**config.mk**
```make
export PLATFORM = sky130hd
export DESIGN_NAME = booth_mult
export DESIGN_NICKNAME = d
export VERILOG_FILES = /design/src/rtl/mult_pkg.sv /design/src/rtl/booth_recode.sv /design/src/rtl/booth_mult.sv
export SDC_FILE = /design/constraint.sdc
export NUM_CORES = 1
export LEC_CHECK = 0
export BUFFER_PORTS_ARGS = -buffer_cell sky130_fd_sc_hd__clkbuf_2
export CORE_MARGIN = 2
export CORE_UTILIZATION = 51
export DETAILED_ROUTE_END_ITERATION = 16
export PLACE_DENSITY = 0.8
export SLEW_MARGIN = 30
export SYNTH_ARGS = -nofsm -noshare
export SYNTH_HDL_FRONTEND = slang
export SYNTH_SLANG_ARGS = --single-unit
```
**constraint.sdc**
```tcl
create_clock -name clock -period 4.94 [get_ports clock]
set_clock_uncertainty 0.05 [all_clocks]
set_input_delay 0.494 -clock clock [delete_from_list [all_inputs] [get_ports clock]]
set_output_delay 0.494 -clock clock [all_outputs]
set_load 0.01 [all_outputs]
```
**src/rtl/mult_pkg.sv**
```systemverilog
// Shared types for the Booth multiplier slice: FSM states, the Booth recode
// operations, and the iteration-count helper used by the top.
// No ports; imported with "import mult_pkg::*;".
package mult_pkg;

  typedef enum logic [1:0] {
    IDLE,
    RUN,
    DONE
  } state_e;

  // Partial-product selection for one radix-4 step.
  typedef enum logic [2:0] {
    OP_ZERO,
    OP_PM,
    OP_P2M,
    OP_NM,
    OP_N2M
  } booth_op_e;

  localparam int MULT_WIDTH_DFLT = 32;
  localparam int ITER            = MULT_WIDTH_DFLT / 2;

  // Radix-4 retires two multiplier bits per iteration.
  function automatic int iter_count(input int width);
    return width / 2;
  endfunction

endpackage

```
**src/rtl/booth_recode.sv**
```systemverilog
// Radix-4 Booth recoder: maps a 3-bit multiplier window to a partial-product op.
// Latency: purely combinational.
// Backpressure: none; the output follows the input.
// Ports: window (3 LSBs of the product register), op (selected multiple),
//        neg (1 when the multiple is subtracted; drives the adder carry-in).
module booth_recode
  import mult_pkg::*;
(
  input  logic [2:0] window,
  output booth_op_e  op,
  output logic       neg
);

  always_comb begin
    op  = OP_ZERO;
    neg = 1'b0;
    case (window)
      3'b001, 3'b010: op = OP_PM;
      3'b011:         op = OP_P2M;
      3'b100: begin
        op  = OP_N2M;
        neg = 1'b1;
      end
      3'b101, 3'b110: begin
        op  = OP_NM;
        neg = 1'b1;
      end
      default:        op = OP_ZERO;
    endcase
  end

endmodule

```
**src/rtl/booth_mult.sv**
```systemverilog
// Iterative signed radix-4 Booth multiplier (low WIDTH product bits + overflow flag).
// Latency: start sampled at edge k -> result_rdy in the cycle after edge k+WIDTH/2.
// Backpressure: none; busy is high in RUN and starts seen while busy are dropped.
// Ports: clock, reset (async active-low), ctrl_start, operand_a, operand_b,
//        busy, result_rdy (1-cycle pulse), result, exception (signed overflow).
// Optional: define MULT_EARLY_TERM_EN to finish as soon as the remaining
//           multiplier bits recode to zero (1..WIDTH/2 RUN cycles).
module booth_mult
  import mult_pkg::*;
#(
  parameter int WIDTH = 32,
  parameter int CNT_W = 5
) (
  input  logic             clock,
  input  logic             reset,
  input  logic             ctrl_start,
  input  logic [WIDTH-1:0] operand_a,
  input  logic [WIDTH-1:0] operand_b,
  output logic             busy,
  output logic             result_rdy,
  output logic [WIDTH-1:0] result,
  output logic             exception
);

  // Product register: {accumulator (WIDTH+2), multiplier (WIDTH), guard bit}.
  localparam int AW     = WIDTH + 2;
  localparam int PW     = 2 * WIDTH + 3;
  localparam int N_ITER = iter_count(WIDTH);

  state_e           state_q, state_nxt;
  logic [AW-1:0]    m_q;
  logic [PW-1:0]    p_q, p_nxt;
  logic [CNT_W-1:0] cnt_q, cnt_nxt;
  logic [WIDTH-1:0] result_q;
  logic             exc_q;

  logic             load;
  logic             done_wr;

  booth_op_e        op;
  logic             neg;
  logic [AW-1:0]    mag;
  logic [AW-1:0]    addend;
  logic [AW-1:0]    acc;
  logic [PW-1:0]    p_add;
  logic [PW-1:0]    p_step;
  logic [PW-1:0]    p_run;
  logic             last_iter;
  logic             finish;
  logic [WIDTH:0]   prod_hi;

  booth_recode u_recode (
    .window (p_q[2:0]),
    .op     (op),
    .neg    (neg)
  );

  always_comb begin
    mag = '0;
    case (op)
      OP_PM, OP_NM:   mag = m_q;
      OP_P2M, OP_N2M: mag = {m_q[AW-2:0], 1'b0};
      default:        mag = '0;
    endcase
  end

  // Subtraction as invert plus carry-in; the WIDTH+2 add wraps by design.
  assign addend    = neg ? ~mag : mag;
  assign acc       = p_q[PW-1:WIDTH+1] + addend + AW'(neg);
  assign p_add     = {acc, p_q[WIDTH:0]};
  assign p_step    = {{2{p_add[PW-1]}}, p_add[PW-1:2]};
  assign last_iter = (cnt_q == CNT_W'(N_ITER - 1));

`ifdef MULT_EARLY_TERM_EN
  // After cnt_q iterations the unconsumed multiplier bits plus guard sit in
  // p_q[WIDTH-2*cnt_q:0]. If they are uniform every remaining step adds zero,
  // so the remaining shifts collapse into one arithmetic shift.
  logic [WIDTH:0]   rem_mask;
  logic [WIDTH:0]   rem_bits;
  logic             rem_flat;
  logic [CNT_W+1:0] skip_sh;
  logic [PW-1:0]    p_skip;

  assign rem_mask = {(WIDTH+1){1'b1}} >> {cnt_q, 1'b0};
  assign rem_bits = p_q[WIDTH:0] & rem_mask;
  assign rem_flat = (rem_bits == '0) || (rem_bits == rem_mask);
  assign skip_sh  = {(CNT_W+1)'(N_ITER) - {1'b0, cnt_q}, 1'b0};
  assign p_skip   = $signed(p_q) >>> skip_sh;
  assign finish   = rem_flat | last_iter;
  assign p_run    = rem_flat ? p_skip : p_step;
`else
  assign finish   = last_iter;
  assign p_run    = p_step;
`endif

  // Product bits [2*WIDTH-1:WIDTH-1] of the finished product.
  assign prod_hi = p_run[2*WIDTH:WIDTH];

  always_comb begin
    state_nxt = state_q;
    p_nxt     = p_q;
    cnt_nxt   = cnt_q;
    load      = 1'b0;
    done_wr   = 1'b0;
    case (state_q)
      IDLE: begin
        if (ctrl_start) begin
          state_nxt = RUN;
          load      = 1'b1;
        end
      end
      RUN: begin
        p_nxt   = p_run;
        cnt_nxt = cnt_q + 1'b1;
        if (finish) begin
          state_nxt = DONE;
          done_wr   = 1'b1;
        end
      end
      DONE: begin
        if (ctrl_start) begin
          state_nxt = RUN;
          load      = 1'b1;
        end else begin
          state_nxt = IDLE;
        end
      end
      default: state_nxt = IDLE;
    endcase
    if (load) begin
      p_nxt   = {{AW{1'b0}}, operand_b, 1'b0};
      cnt_nxt = '0;
    end
  end

  always_ff @(posedge clock or negedge reset) begin
    if (!reset) begin
      state_q <= IDLE;
      m_q     <= '0;
      p_q     <= '0;
      cnt_q   <= '0;
    end else begin
      state_q <= state_nxt;
      p_q     <= p_nxt;
      cnt_q   <= cnt_nxt;
      if (load) begin
        m_q <= {{2{operand_a[WIDTH-1]}}, operand_a};
      end
    end
  end

  // Result registers are written on the edge into DONE and hold until the next.
  always_ff @(posedge clock or negedge reset) begin
    if (!reset) begin
      result_q <= '0;
      exc_q    <= 1'b0;
    end else if (done_wr) begin
      result_q <= p_run[WIDTH:1];
      exc_q    <= ~((&prod_hi) | ~(|prod_hi));
    end
  end

  assign busy       = (state_q == RUN);
  assign result_rdy = (state_q == DONE);
  assign result     = result_q;
  assign exception  = exc_q;

endmodule

```
# == Word-level counts from Yosys, hierarchy flattened ==
# Index checks and enable logic that the tools add are counted.
# Widths: inputs -> output; s select.
# classes
shift,0
addsub,3
mul,0
div_mod_pow,0
bitwise,4
muxes,16
n_eq_ne,15
reduce_logical,11
n_lt_le_gt_ge,0
# op_table
operator,count
$mux 67,2
$pmux 34 s2,1
$add 34x1->34,1
$add 34x34->34,1
$mux 34,1
$not 34->34,1
$reduce_and 33->1,1
$reduce_or 33->1,1
$eq 3x2->1 const B,4
$eq 3x3->1 const B,4
$pmux 3 s4,1
$mux 5,2
$reduce_or 2->1,5
$eq 3x1->1 const B,2
$mux 1,6
$pmux 2 s3,1
$add 5x1->5 const B,1
$eq 5x4->1 const B,1
$mux 2,2
$reduce_or 3->1,1
$eq 2x1->1 const B,1
$eq 2x2->1 const B,1
$logic_not 2->1,1
$ne 2x1->1 const B,1
other kinds (5),6
# totals
mem_count,0
mem_bits_ro,0
output_inout_bits,35
latchBits,0
ramBits,0
ff_bits,139
in_bits,67
wordCells,55

# == Logic depth before layout (Yosys ltp) ==
# depth
depth_word,14
mapped_depth,19

# == By module ==
# A second synthesis with hierarchy kept.
# hier_totals
hier_cells,940
hier_area_um2,8276.7
# by_module_without_submodules
mod,cells_per_inst,n_inst,area_per_inst_um2
booth_mult,935,1,8235.4
booth_recode,5,1,41.3

# == Worst setup path after synthesis ==
# Ideal clock, no wire load.
# synth_timing
path_kind,reg-to-reg
startpoint,register p_q[0]
endpoint,register exc_q (netlist: exception)
period_less_slack_ps,4639
path_stages_with_launch,20
slack_ps,301
arrival_ps,4470
n_path_buf,2
cell_sequence,dfrtp_1 > inv_1 > ha_1 > mux2i_1 > nor3_1 > clkbuf_1 > a22oi_1 > xor2_1 > ha_1 > buf_2 > a21oi_2 > nand2_1 > o211a_1 > a211oi_1 > nand4_1 > or4_1 > or4_1 > or4_1 > o22ai_1 > nor2_1
# synth_via
elab_chain_cells,14
# synth_lines
item,line,rtl
start: declaration,booth_mult.sv:32,"logic [PW-1:0] p_q, p_nxt;"
start signal: assignment,booth_mult.sv:144,p_q <= p_nxt;
"$eq 3x3->1, or another cell as far along",booth_recode.sv:17,case (window)
$reduce_or 2->1,booth_recode.sv:17,
$pmux 3 s4,booth_recode.sv:17,
"$eq 3x2->1, or another cell as far along",booth_mult.sv:60,case (op)
$reduce_or 2->1,booth_mult.sv:60,
$pmux 34 s2,booth_mult.sv:60,
$not 34->34,booth_mult.sv:68,assign addend = neg ? ~mag : mag;
$mux 34,booth_mult.sv:68,
$add 34x34->34,booth_mult.sv:69,assign acc = p_q[PW-1:WIDTH+1] + addend + AW'(neg);
$add 34x1->34 *,booth_mult.sv:69,
$reduce_or 33->1,booth_mult.sv:159,exc_q <= ~((&prod_hi) | ~(|prod_hi));
$not 1->1,booth_mult.sv:159,
$or 1x1->1 *,booth_mult.sv:159,
$not 1->1 *,booth_mult.sv:159,
end signal: assignment,booth_mult.sv:159,
end: declaration,booth_mult.sv:35,logic exc_q;
# Every way passes the cells marked *; elsewhere a longest branch is shown, timed or not.
# A chain may end at the register's enable or synchronous reset.

# == Worst setup path after layout ==
# Same ends and word-level chain as after synthesis.

==> impl_metrics.yaml <==
critical_path:
  rr_startpoint: "p_q[0]"
  crit_path_end_kind: "flip-flop"
  timing.reg2reg.setup_slack_ps: 130
  cp.required_ps: 5190
  rr_worst_depth: 19
  critPathArrivalTime_ps: 5060
  worstReg2RegEnd: "exception"
  crit_path_start: "p_q[0]"
  critPathKind: "reg -> reg"
  crit_fanout: 11
  crit_end: "exception"
  critPathLaunchType: "flip-flop"
placement:
  io_buffers: 101
  dp_hpwl_mm: 15.1
  place.gp.congestion: 0.963
  pre_cts_slack_ps: 55.5
logic_synthesis:
  synth_common_cells: "191 x nand2_1, 137 x dfrtp_1, 51 x nor2_1, 41 x xor2_1, 40 x clkbuf_1"
  yosys.area.top_type_share: 0.420
  yosysMostFrequentCell: "nand2_1"
  ys_seq_elements: 137
  yosys_warnings: 0
  synth_edf_count: 0
  synth_fp_nets: 995
  synth_area_leaders: "dfrtp_1 42%, nand2_1 8.8%, ha_1 5.8%"
  synthDistinctLibCells: 67
  synth-async-reset-ratio: 1.00
  synth_top_cell_by_area: "dfrtp_1"
  ys_seq_area_frac: 0.420
  syn_area_per_cell_um2: 9.17
  synthCells: 889
  synth-main-ff-cell: "dfrtp_1"
  syn_area_um2: 8150
floorplan:
  initial_core_util: 0.517
  die_h_um: 130
  io_pins: 102
  dieArea_um2: 17000
  die_w_um: 130
  rows: 46
  fp.coreArea_um2: 15800
layout:
  nNetsFinal: 1102
  layout-drive-gt1-share: 0.240
  antenna_cells: 0
  fill_cells: 1291
  seqCellArea_um2: 3430
  multiInputGateArea_um2: 4610
  syn2layout_area_growth_pct: 20.4
worst_hold_path:
  hold_path.class: "in -> async"
sta:
  min_period_ps: 4810
  fin_crit_sh: 0.974
  slew_viol_final: 0
  hold_viol: 0
  max_clock_freq_ghz: 0.208
  hold_slack_ps: 80.7
  layout_setup_ws_ps: 130
  setup_viol: 0
  tightest_slew_ps: 899
  timing.setup.tns_ps: 0
  relSlewSlack: 0.401
grt:
  overflow: 0
  track_usage: 0.260
  antenna_found_initial: 0
  first_global_vias: 6743
  grt_max_degree: 108
  grt_pass1_wl_mm: 34.5
cts:
  clk-insertion-delay-late_ps: 420
  clock_path_buffers: 2
  cts_htree_levels: 4
  cts_hold_buf: 0
  cts_buffers: 17
  cts_tree: "done"
  clk_pin_slew_ps: 60
  cts_sinks: 137
  cts_root_buf: "clkbuf_16"
detailed_routing:
  drc: 0
  wirelength_mm: 22.0
  drt_iter0_drc: 685
  first_pass_iters: 8
  ant_nets: 0
  vias_per_cell: 5.93
  dr_total_vias: 7260
  wl_per_cell_um: 18.0
job:
  cap_violations: 0
run_status:
  outcome: "finished, final reports clean"
-- state kept, by name (all words and copies together), names as in the netlist --
name / flops
result: 32
cnt_q: 5
m_q: 32
exception: 1
state_q: 2
p_q: 65
-- stage by stage --
stage | util | cell area, µm² | instances
4_1_cts | 0.607 | 9570 | 1214
3_3_place_gp | 0.568 | 8960 | 1181
6_report | 0.622 | 9820 | 1225
3_5_place_dp | 0.570 | 8990 | 1182
2_1_floorplan | - | 8150 | 889
5_1_grt | 0.622 | 9820 | 1225
-- worst min-delay path by stage --
| stage | startpoint | end | slack (ps) | cells past startpoint |
|---|---|---|---|---|
| after floorplan | reset | cnt_q[0] | 150 | 0 |
| after global placement | result[31] | result[31] | 410 | 2 |
| after detailed placement | result[31] | result[31] | 420 | 2 |
| after CTS | reset | result[14] | 190 | 1 |
| after global routing | reset | result[14] | 210 | 1 |
| final | reset | result[16] | 80 | 1 |
-- cell type report --
class,instances,area share
clock buffers,21,0.0479
clock inverters,11,0.0113
repair buffers,141,0.0892
well taps,216,0.0275
flip-flops and latches,137,0.349
inverters,13,0.00497
multi-input cells,686,0.470
-- repair_timing --
| item | 4_1_cts | 5_1_grt |
|---|---|---|
| endpoints found under the setup margin | 0 | 1 |
| buffers inserted | 0 | 9 |
| gates resized for setup | 0 | 35 |
-- metal layers --
layer	vias to the layer above	global-route usage	share of wire	wire, µm
met3	46	0.0611	0.073	1610
met5	-	0	0	0
li1	3419	-	-	-
met4	0	0.0901	0.027	592
met2	273	0.409	0.46	10200
met1	3522	0.357	0.44	9640
-- cell families (layout without fill, tap and decap cells) --
family                     after synthesis  after routing  share of synthesized area
adders and majority gates               39             39                     0.0608
buffers and inverters                   66            186                     0.0310
muxes                                   33             33                     0.0451
DFF                                    137            137                      0.420
AOI/OAI and AO/OA                      232            232                      0.206
and+or+nand+nor                        326            326                      0.176
xor gates and xnor gates                56             56                     0.0602
-- worst max-delay path, cell delays in order, from the launching register on --
cell and delay (ps):
dfrtp_1 420, inv_2 80, ha_4 180, mux2i_2 230
nor3_4 90, buf_6 140, buf_12 140, a22oi_1 180
xor2_1 210, ha_1 280, a21oi_2 180, o21bai_1 100
a21oi_1 160, mux2i_1 290, nand3_1 170, or4_1 540
or4_1 550, or4_1 510, o22ai_1 130, nor2_1 60
-- cells in the final DEF (no fill, tap or decap), types with 9 or more instances in the layout --
cell type	count
nand2_1	190
dfrtp_1	137
clkbuf_2	100
nor2_1	50
xor2_1	40
a22oi_1	38
buf_4	34
ha_1	32
mux2_2	30
a22o_1	29
a21oi_1	28
a31oi_1	26
o21ai_0	25
clkbuf_16	18
xnor2_1	15
nand4_1	14
a211oi_1	13
a21o_1	12
nand3_1	12
inv_1	10
nor3_1	9
Power is not shown: default switching activity piles up to over one toggle a cycle in this logic, so the estimate is an artifact.
